===== config.mk =====
export PLATFORM = sky130hd
export DESIGN_NAME = inst_fetch_axi_bridge
export DESIGN_NICKNAME = d
export VERILOG_FILES = /design/src/rtl/inst_fetch_axi_bridge.sv
export SDC_FILE = /design/constraint.sdc
export NUM_CORES = 1
export LEC_CHECK = 0
export CAP_MARGIN = 20
export CORE_ASPECT_RATIO = 1.75
export CORE_MARGIN = 8
export CORE_UTILIZATION = 45
export CTS_CLUSTER_DIAMETER = 40
export DETAILED_ROUTE_END_ITERATION = 12
export GPL_ROUTABILITY_DRIVEN = 0
export PLACE_DENSITY = 0.85
export SLEW_MARGIN = 20
export SYNTH_ARGS = -nofsm -noshare
export SYNTH_HDL_FRONTEND = slang
export SYNTH_SLANG_ARGS = --single-unit

===== constraint.sdc =====
create_clock -name clk -period 4.1 [get_ports clk]
set_input_delay 0.615 -clock clk [delete_from_list [all_inputs] [get_ports clk]]
set_output_delay 0.615 -clock clk [all_outputs]
set_load 0.05 [all_outputs]

===== src/rtl/inst_fetch_axi_bridge.sv =====
// Instruction-fetch bridge: turns a PC-stage fetch request into a single-beat
// AXI-Lite read and returns the word with a one-cycle valid pulse.
module inst_fetch_axi_bridge #(
  parameter int ADDR_WIDTH = 32,
  parameter int DATA_WIDTH = 32
) (
  input  logic                  clk,
  input  logic                  rst,
  input  logic [ADDR_WIDTH-1:0] pc,
  input  logic                  ce,
  output logic [DATA_WIDTH-1:0] inst,
  output logic                  inst_valid,
  output logic                  fetch_err,
  output logic                  stall,
  output logic [31:0]           fetch_count,
  output logic [ADDR_WIDTH-1:0] araddr,
  output logic [2:0]            arprot,
  output logic                  arvalid,
  input  logic                  arready,
  input  logic [DATA_WIDTH-1:0] rdata,
  input  logic [1:0]            rresp,
  input  logic                  rvalid,
  output logic                  rready
);

  typedef enum logic [1:0] {IDLE, ADDR, DATA, ERR} state_t;
  state_t state;

  // Instruction access, secure, unprivileged.
  assign arprot = 3'b100;
  assign stall  = (state != IDLE);

  always_ff @(posedge clk) begin
    if (rst) begin
      state       <= IDLE;
      arvalid     <= 1'b0;
      rready      <= 1'b0;
      inst_valid  <= 1'b0;
      fetch_err   <= 1'b0;
      inst        <= '0;
      araddr      <= '0;
      fetch_count <= '0;
    end else begin
      inst_valid <= 1'b0;
      fetch_err  <= 1'b0;
      unique case (state)
        IDLE: begin
          if (ce) begin
            if (pc[1:0] == 2'b00) begin
              araddr  <= pc;
              arvalid <= 1'b1;
              state   <= ADDR;
            end else begin
              state <= ERR;
            end
          end
        end
        ADDR: begin
          if (arvalid && arready) begin
            arvalid <= 1'b0;
            rready  <= 1'b1;
            state   <= DATA;
          end
        end
        DATA: begin
          if (rvalid && rready) begin
            rready      <= 1'b0;
            // A failed response returns a NOP so the pipeline never sees slave garbage.
            inst        <= (rresp == 2'b00) ? rdata : '0;
            fetch_err   <= (rresp != 2'b00);
            inst_valid  <= 1'b1;
            fetch_count <= fetch_count + 32'd1;
            state       <= IDLE;
          end
        end
        ERR: begin
          inst        <= '0;
          inst_valid  <= 1'b1;
          fetch_err   <= 1'b1;
          fetch_count <= fetch_count + 32'd1;
          state       <= IDLE;
        end
        default: state <= IDLE;
      endcase
    end
  end

endmodule


# Yosys cells after proc, flatten, opt, wreduce, memory -nomap -nowiden
# Index checks and enable logic that the tools add are counted.
# word_totals
in_bits	71
word_cells	52
ff_bits	102
# classes
add_sub_neg	1
n_eq_ne	7
n_mux	21
reduce_logical	15
# ops
operator	n
$pmux W32 S2	2
$mux W32	3
$add A32 B1 Y32 const B	1
$reduce_bool A2 Y1	5
$reduce_and A3 Y1	3
$mux W2	4
$ne A2 B2 Y1 const B	4
$pmux W1 S2	4
$pmux W2 S4	1
$mux W1	7
$logic_not A2 Y1	3
$eq A2 B2 Y1 const B	2
$reduce_and A4 Y1	1
$eq A2 B1 Y1 const B	1
$logic_and A1 B1 Y1	2
$reduce_and A2 Y1	1

# Longest topological paths before layout
# Gate-level depths: netlist (run 1).
# logic_depth
word_depth	4
depth_mapped	7
mapped_depth_nobuf	5

# Least setup slack after synthesis (run 1)
# Ideal clock, no wire load.
# synth_timing
path_kind	register to register
from	register rready
to	register fetch_count[31]
slack_ns	1.815
stages_incl_launch_ff	6
setup_ns	0.070
t_required_ns	4.030
n_path_buf	1
arrival_time_ns	2.215
synth_period_minus_slack_ns	2.285
cell_sequence	dfxtp_1 > a21oi_1 > or4_1 > buf_1 > or4_1 > a21oi_1
# synth_between
elab_chain_cells	3
# synth_lines
item	line	rtl
start, declared	23	output logic rready
start signal, assigned	37	rready <= 1'b0;
start signal, assigned	61	rready <= 1'b1;
start signal, assigned	67	rready <= 1'b0;
$logic_and A1 B1 Y1	66	if (rvalid && rready) begin
$ne A2 B2 Y1 (no line)	--	
$reduce_and A2 Y1 (no line)	--	
end signal, assigned	72	fetch_count <= fetch_count + 32'd1;
end signal, assigned	80	fetch_count <= fetch_count + 32'd1;
end, declared	15	output logic [31:0] fetch_count,
# Every way passes these cells.
# A chain may end at the register's enable or synchronous reset.

# Worst setup path in the final report (run 1)
# layout_timing
from	register state[1]
to	output stall
# layout_between
elab_chain_cells	1
# layout_lines
item	line	rtl
start, declared	27	state_t state;
start signal, assigned	35	state <= IDLE;
start signal, assigned	52	state <= ADDR;
start signal, assigned	54	state <= ERR;
$reduce_bool A2 Y1	31	assign stall = (state != IDLE);
end, declared	14	output logic stall,
# Every way passes these cells.

==> metrics.md, run 1 <==
| Metric | Value |
|---|---|
| Tot Pwr | `0.00202 W` |
| Die area | `12,300 um2` |
| Site Rows | `45` |
| Layout Nets | `693` |
| ANT nets after route | `0` |
| Mapped Cells | `471` |
| Seq pwr share | `50.3%` |
| EDFF count, synth | `0` |
| GR Util All Layers | `20.4%` |
| Synth Area in Compound Gates | `18.5%` |
| Area leader, netlist | `dfxtp_1` |
| Worst path depth | `3` |
| Post-synthesis adder-cell area fraction | `0.312%` |
| Final min period | `2700 ps` |
| WL/cell | `16.9 um` |
| Initial Util | `46.2%` |
| Via count of the first global-routing pass | `4,016` |
| Multi-input gate area | `1800 um2` |
| Synth async-reset ratio | `0%` |
| Chip height | `141 um` |
| Vias/cell | `5.48` |
| CTS root buf | `clkbuf_16` |
| Hold Path Class | `flip-flop to flip-flop` |
| CTS Sinks | `102` |
| Total leakage power | `2.00 nW` |
| WP data arrival | `2080 ps` |
| Share of the synthesized area in the top cell type | `51.0%` |
| Post-DP Area | `5740 um2` |
| Net switching power | `0.000505 W` |
| Final worst path period share | `65.8%` |
| Logic pwr share | `10.0%` |
| R2R Setup Slk | `1780 ps` |
| Worst Reg-to-Reg Cells | `4` |
| Slowest-stage cell, CP | `clkdlybuf4s50_1` |
| Via Count | `4,069` |
| First-pass GRT wire length | `19,900 um` |
| Post-Synth XOR/XNOR Area | `1.53%` |
| Fillers | `719` |
| Syn Std Cell Area | `4010 um2` |
| YS warnings | `0` |
| Internal power | `0.00151 W` |
| Seq/Total Area, Yosys | `51.0%` |
| Reg area | `2040 um2` |
| Clock Latency Late Sink | `350 ps` |
| Pwr dens | `335 nW/um2` |
| Drt total wl | `12,600 um` |
| Crit path required time | `3480 ps` |
| Total grt overflow | `0` |
| Hold Vio Cnt, Final | `0` |
| Max cap viols | `0` |
| CTS tree | `done` |
| Synth Flop Type | `dfxtp_1` |
| Final Cell Area | `6030 um2` |
| Final WS setup | `1400 ps` |
| Crit path max fanout | `18` |
| Synth area leaders | `dfxtp_1, nand2_1, a21oi_1` |
| Hold depth | `2` |
| Synth unique cells | `43` |
| Startpoint Class | `flip-flop` |
| Clock-pin slew on the worst setup and hold paths | `70 ps` |
| Worst path max stage delay | `820 ps` |
| Pin count of the biggest net entering global routing | `40` |
| CTS resizes | `0` |
| Layout cell share with drive strength beyond 1 | `5.11%` |
| Most common cell in the netlist | `dfxtp_1` |
| Setup CP Type | `flip-flop to output pin` |
| DR DRC count | `0` |
| Clk_skew | `8.45 ps` |
| Status | `completed` |
| Synthesized flop and latch total | `102` |
| Mux contribution to synthesized area | `0.281%` |
| Sw frac | `25.0%` |
| Initial antenna violation count | `0` |
| # IOs | `175` |
| # hold bufs at CTS | `0` |
| Main combinational cell family by area after synthesis | `simple AND/OR/NAND/NOR gates` |
| CP Capture Type | `output pin` |
| Avg Cell Area, Syn | `8.50 um2` |
| Area Growth Syn to Fin | `50.6%` |
| Port Buf Inserts | `171` |
| Setup tns final | `0 ps` |
| Antenna Cells | `0` |
| Most frequent cells after synthesis | `dfxtp_1, nand2_1, a21oi_1, nor2_1, a22oi_1` |
| Die Wd | `87.3 um` |
| Clk pwr share | `39.7%` |
| RSZ-0062 raised after global routing | `false` |
| Bufs and invs on worst path | `2` |
| Initial drt markers | `313` |
| Worst relative slew slack | `54.6%` |
| Worst ir drop on vdd | `0.300 mV` |
| TritonRoute pass-1 iters | `8` |
| Post-CTS setup buffers | `0` |
| Core area | `8670 um2` |
| Measured slew at the worst slew-check pin | `682 ps` |
| TritonCTS Buffers | `9` |
| Crit-path cells | `nor2_1 -> inv_1 -> clkdlybuf4s50_1` |
| Pins Over Slew Limit | `0` |
| CTS max path bufs | `2` |
| H-tree depth | `3` |
| Hpwl dp | `9460 um` |
| Final setup vio count | `0` |
| Dpl ws | `1310 ps` |
| Synth Area in Simple Gates | `23.8%` |
| Max frequency | `0.371 GHz` |
| CP delay by family, top | `buffers and inverters` |
==> power by group through the flow <==
stage	clock, W	combinational (W)	sequential, W
2_1_floorplan	0	0.0000654	0.00107
3_3_place_gp	0	0.000196	0.00104
3_5_place_dp	0	0.000201	0.00104
4_1_cts	0.000818	0.000202	0.00101
5_1_grt	0.000852	0.000214	0.00102
6_report	0.000802	0.000201	0.00102
==> cell families after synthesis <==
group,Yosys count
muxes,1
AOI/OAI and AO/OA,121
other,2
and+or+nand+nor,196
adders and majority gates,1
xor gates and xnor gates,7
buffers and inverters,41
DFF,102
==> sequential cells by signal, summed over array words and instances, names as in the netlist <==
signal       cells
inst            32
fetch_err        1
arvalid          1
state            2
araddr          32
inst_valid       1
rready           1
fetch_count     32
==> final timing paths <==
kind | start | to
setup / recovery | state[1]$_SDFFE_PP0P_ | stall
hold / removal | araddr[19]$_SDFFE_PP0P_ | araddr[19]$_SDFFE_PP0P_
setup reg to reg | state[1]$_SDFFE_PP0P_ | fetch_count[19]$_SDFFE_PP0P_
hold reg to reg | araddr[19]$_SDFFE_PP0P_ | araddr[19]$_SDFFE_PP0P_
==> tightest hold or removal path, stage by stage, from the launching register on <==
cell and delay [ps]:
dfxtp_1 310, nand2_1 50, a21oi_1 50
==> layout by cell type, fill, tap and decap left out, drive strengths merged, types with 9 or more instances in the layout <==
cell type / Yosys / routed
a21oi: 59 / 59
a22oi: 30 / 30
clkbuf: 29 / 9
clkdlybuf4s50: 0 / 170
dfxtp: 102 / 102
nand2: 79 / 79
nand3: 14 / 14
nand4: 10 / 10
nor2: 45 / 45
o31ai: 16 / 16
or4: 22 / 22
==> through the flow <==
step	cells	utilization, %	hold slack (ps)
2_1_floorplan	472	-	653
3_3_place_gp	726	66.1	441
3_5_place_dp	727	66.2	446
4_1_cts	743	69.5	455
5_1_grt	743	69.6	473
6_report	743	69.6	453
==> per-layer routing <==
layer	track usage, %	part of all wire, %	vias to the layer above
met3	7.74	8.5	26
li1	-	-	1965
met4	10.2	3.6	0
met5	0	0	-
met1	20.3	35	1918
met2	35.5	53	160
==> area by class of cell <==
cell class | count | area share [%]
inverter | 4 | 0.249
tap | 117 | 2.43
sequential | 102 | 33.9
clock buffer | 9 | 3.73
timing repair buffer | 175 | 28.9
multi-input combinational | 329 | 29.9
clock inverter | 7 | 0.933
Power figures use the tool's default switching activity.
==> inputs of run 2 (changes only) <==
- CORE_UTILIZATION: 45 -> 42
- PLACE_DENSITY: 0.85 -> 0.8
- clock period: 4.1 -> 2.6 ns (I/O delays scaled with it)
==> run 2 against run 1 <==
- die area up 6.1%
- hold slack better by 3.0 ps
- clock power up 70%
- highest routed layer unchanged
- utilization down 3.9 points
- sequential share of layout area down 0.61 points
- first-iteration DRC count down 20%
- critical path depth unchanged
==> metrics.md, run 2 (synthesis gave the netlist of run 1 again) <==
| Metric | Value |
|---|---|
| Status | `completed (unchanged)` |
| Via count of the first global-routing pass | `4,158 (was 4,016)` |
| WL/cell | `16.7 um (was 16.9 um)` |
| Pins Over Slew Limit | `0 (unchanged)` |
| TritonCTS Buffers | `9 (unchanged)` |
| Die area | `13,000 um2 (was 12,300 um2)` |
| Total leakage power | `2.05 nW (was 2.00 nW)` |
| CTS max path bufs | `2 (unchanged)` |
| Pwr dens | `534 nW/um2 (was 335 nW/um2)` |
| Via Count | `4,111 (was 4,069)` |
| Tot Pwr | `0.00328 W (was 0.00202 W)` |
| Port Buf Inserts | `171 (unchanged)` |
| Die Wd | `89.8 um (was 87.3 um)` |
| Antenna Cells | `0 (unchanged)` |
| Min-delay src | `araddr[11]$_SDFFE_PP0P_ (was araddr[19]$_SDFFE_PP0P_)` |
| ANT nets after route | `0 (unchanged)` |
| Measured slew at the worst slew-check pin | `637 ps (was 682 ps)` |
| First-pass GRT wire length | `20,500 um (was 19,900 um)` |
| CTS resizes | `0 (unchanged)` |
| Core area | `9350 um2 (was 8670 um2)` |
| Worst relative slew slack | `57.5% (was 54.6%)` |
| CTS tree | `done (unchanged)` |
| Final setup vio count | `0 (unchanged)` |
| H-tree depth | `3 (unchanged)` |
| Hpwl dp | `9480 um (was 9460 um)` |
| DR DRC count | `0 (unchanged)` |
| Startpoint Class | `flip-flop (unchanged)` |
| Commonest cells after routing, fill and taps aside | `clkdlybuf4s50_1, dfxtp_1, nand2_1, a21oi_1, nor2_1 (unchanged)` |
| Hold Vio Cnt, Final | `0 (unchanged)` |
| Most common cell after layout, fill and taps aside | `clkdlybuf4s50_1 (unchanged)` |
| Vias/cell | `5.44 (was 5.48)` |
| Setup CP Type | `flip-flop to output pin (unchanged)` |
| Drt total wl | `12,600 um (about the same)` |
| Clock Latency Late Sink | `350 ps (about the same)` |
| CP Capture Type | `output pin (unchanged)` |
| CTS Sinks | `102 (unchanged)` |
| Crit-path cells | `nor2_1 -> inv_1 -> clkdlybuf4s50_1 (unchanged)` |
| Site Rows | `47 (was 45)` |
| RSZ-0062 raised after global routing | `false (unchanged)` |
| R2r startpoint | `fetch_count[8]$_SDFFE_PP0P_ (was state[1]$_SDFFE_PP0P_)` |
| Clock-pin slew on the worst setup and hold paths | `80 ps (was 70 ps)` |
| Hold Path Class | `flip-flop to flip-flop (unchanged)` |
| Worst path max stage delay | `810 ps (was 820 ps)` |
| Worst ir drop on vdd | `0.400 mV (was 0.300 mV)` |
| Final min period | `2300 ps` |
| Crit path required time | `2210 ps (was 3480 ps)` |
| Layout cell share with drive strength beyond 1 | `5.84% (was 5.11%)` |
| Initial antenna violation count | `0 (unchanged)` |
| Top Registers | `araddr (32), fetch_count (32), inst (32) (unchanged)` |
| Setup tns final | `0 ps (unchanged)` |
| Total grt overflow | `0 (unchanged)` |
| Chip height | `145 um (was 141 um)` |
| Max frequency | `0.435 GHz` |
| Worst Setup SP | `state[1]$_SDFFE_PP0P_ (unchanged)` |
| Slowest-stage cell, CP | `clkdlybuf4s50_1 (unchanged)` |
| # hold bufs at CTS | `0 (unchanged)` |
| Initial Util | `42.8% (was 46.2%)` |
| Initial drt markers | `250 (was 313)` |
| Layout Nets | `701 (was 693)` |
| Post-CTS setup buffers | `0 (unchanged)` |
| Area Growth Syn to Fin | `53.4% (was 50.6%)` |
| # IOs | `175 (unchanged)` |
| Max cap viols | `0 (unchanged)` |
| GR Util All Layers | `19.0% (was 20.4%)` |
| Pin count of the biggest net entering global routing | `60 (was 40)` |
| CTS root buf | `clkbuf_16 (unchanged)` |
| WP data arrival | `1910 ps (was 2080 ps)` |
| Crit path max fanout | `11 (was 18)` |
| TritonRoute pass-1 iters | `4 (was 8)` |
| Final worst path period share | `88.4%` |
| Clk_skew | `10.4 ps (was 8.45 ps)` |
[run 2: cell types whose count changed in the layout (fill, tap and decap cells not counted), sizes merged]
cell and delta:
bufinv +1, clkbuf +1, clkinvlp +1, buf +8
clkinv -1, inv -2
[run 2: cell type report]
type / instances / area, um2
Timing Repair Buffer: 183 / 1840
Clock inverter: 6 / 71.3
Fill cell: 781 / 3210
Sequential cell: 102 / 2040
Multi-Input combinational cell: 329 / 1800
Tap cell: 122 / 153
Clock buffer: 10 / 229
Inverter: 4 / 15.0
[run 2: worst paths after layout]
kind	to	slack (ps)	cells past startpoint
worst max-delay path	stall	300	3
worst min-delay path	araddr[11]$_SDFFE_PP0P_	460	2
worst max register to register	fetch_count[31]$_SDFFE_PP0P_	320	4
worst min register to register	araddr[11]$_SDFFE_PP0P_	460	2
[run 2: report_power, final]
group	internal [W]	switching, W	total [W]
logic	0.000155	0.000175	0.000330
registers	0.00158	0.0000178	0.00160
clock network	0.000754	0.000601	0.00136
[run 2: routing by layer]
layer	global-route usage [%]	vias up	wire length, um
met1	18.6	1963	4580
met2	34.4	143	6800
li1	-	1984	-
met3	6.92	21	931
met5	0	-	0
met4	8.61	0	317
[run 2: metrics by stage]
| step | hold slack [ps] | setup WS (ps) | std cells | instance area (um2) | utilization [%] |
|---|---|---|---|---|---|
| 2_1_floorplan | 500 | 315 | 472 | 4010 | - |
| 3_3_place_gp | 441 | 143 | 740 | 5840 | 62.5 |
| 3_5_place_dp | 446 | 107 | 740 | 5840 | 62.5 |
| 4_1_cts | 456 | 292 | 756 | 6140 | 65.7 |
| 5_1_grt | 479 | 200 | 756 | 6140 | 65.7 |
| 6_report | 456 | 301 | 756 | 6140 | 65.7 |
[run 2: worst max-delay path, delay by kind of cell, from the launching register on]
| kind | cells | cell delay [ps] |
|---|---|---|
| AND/OR/NAND/NOR | 1 | 140 |
| flip-flops | 1 | 550 |
| buffers and inverters | 2 | 880 |
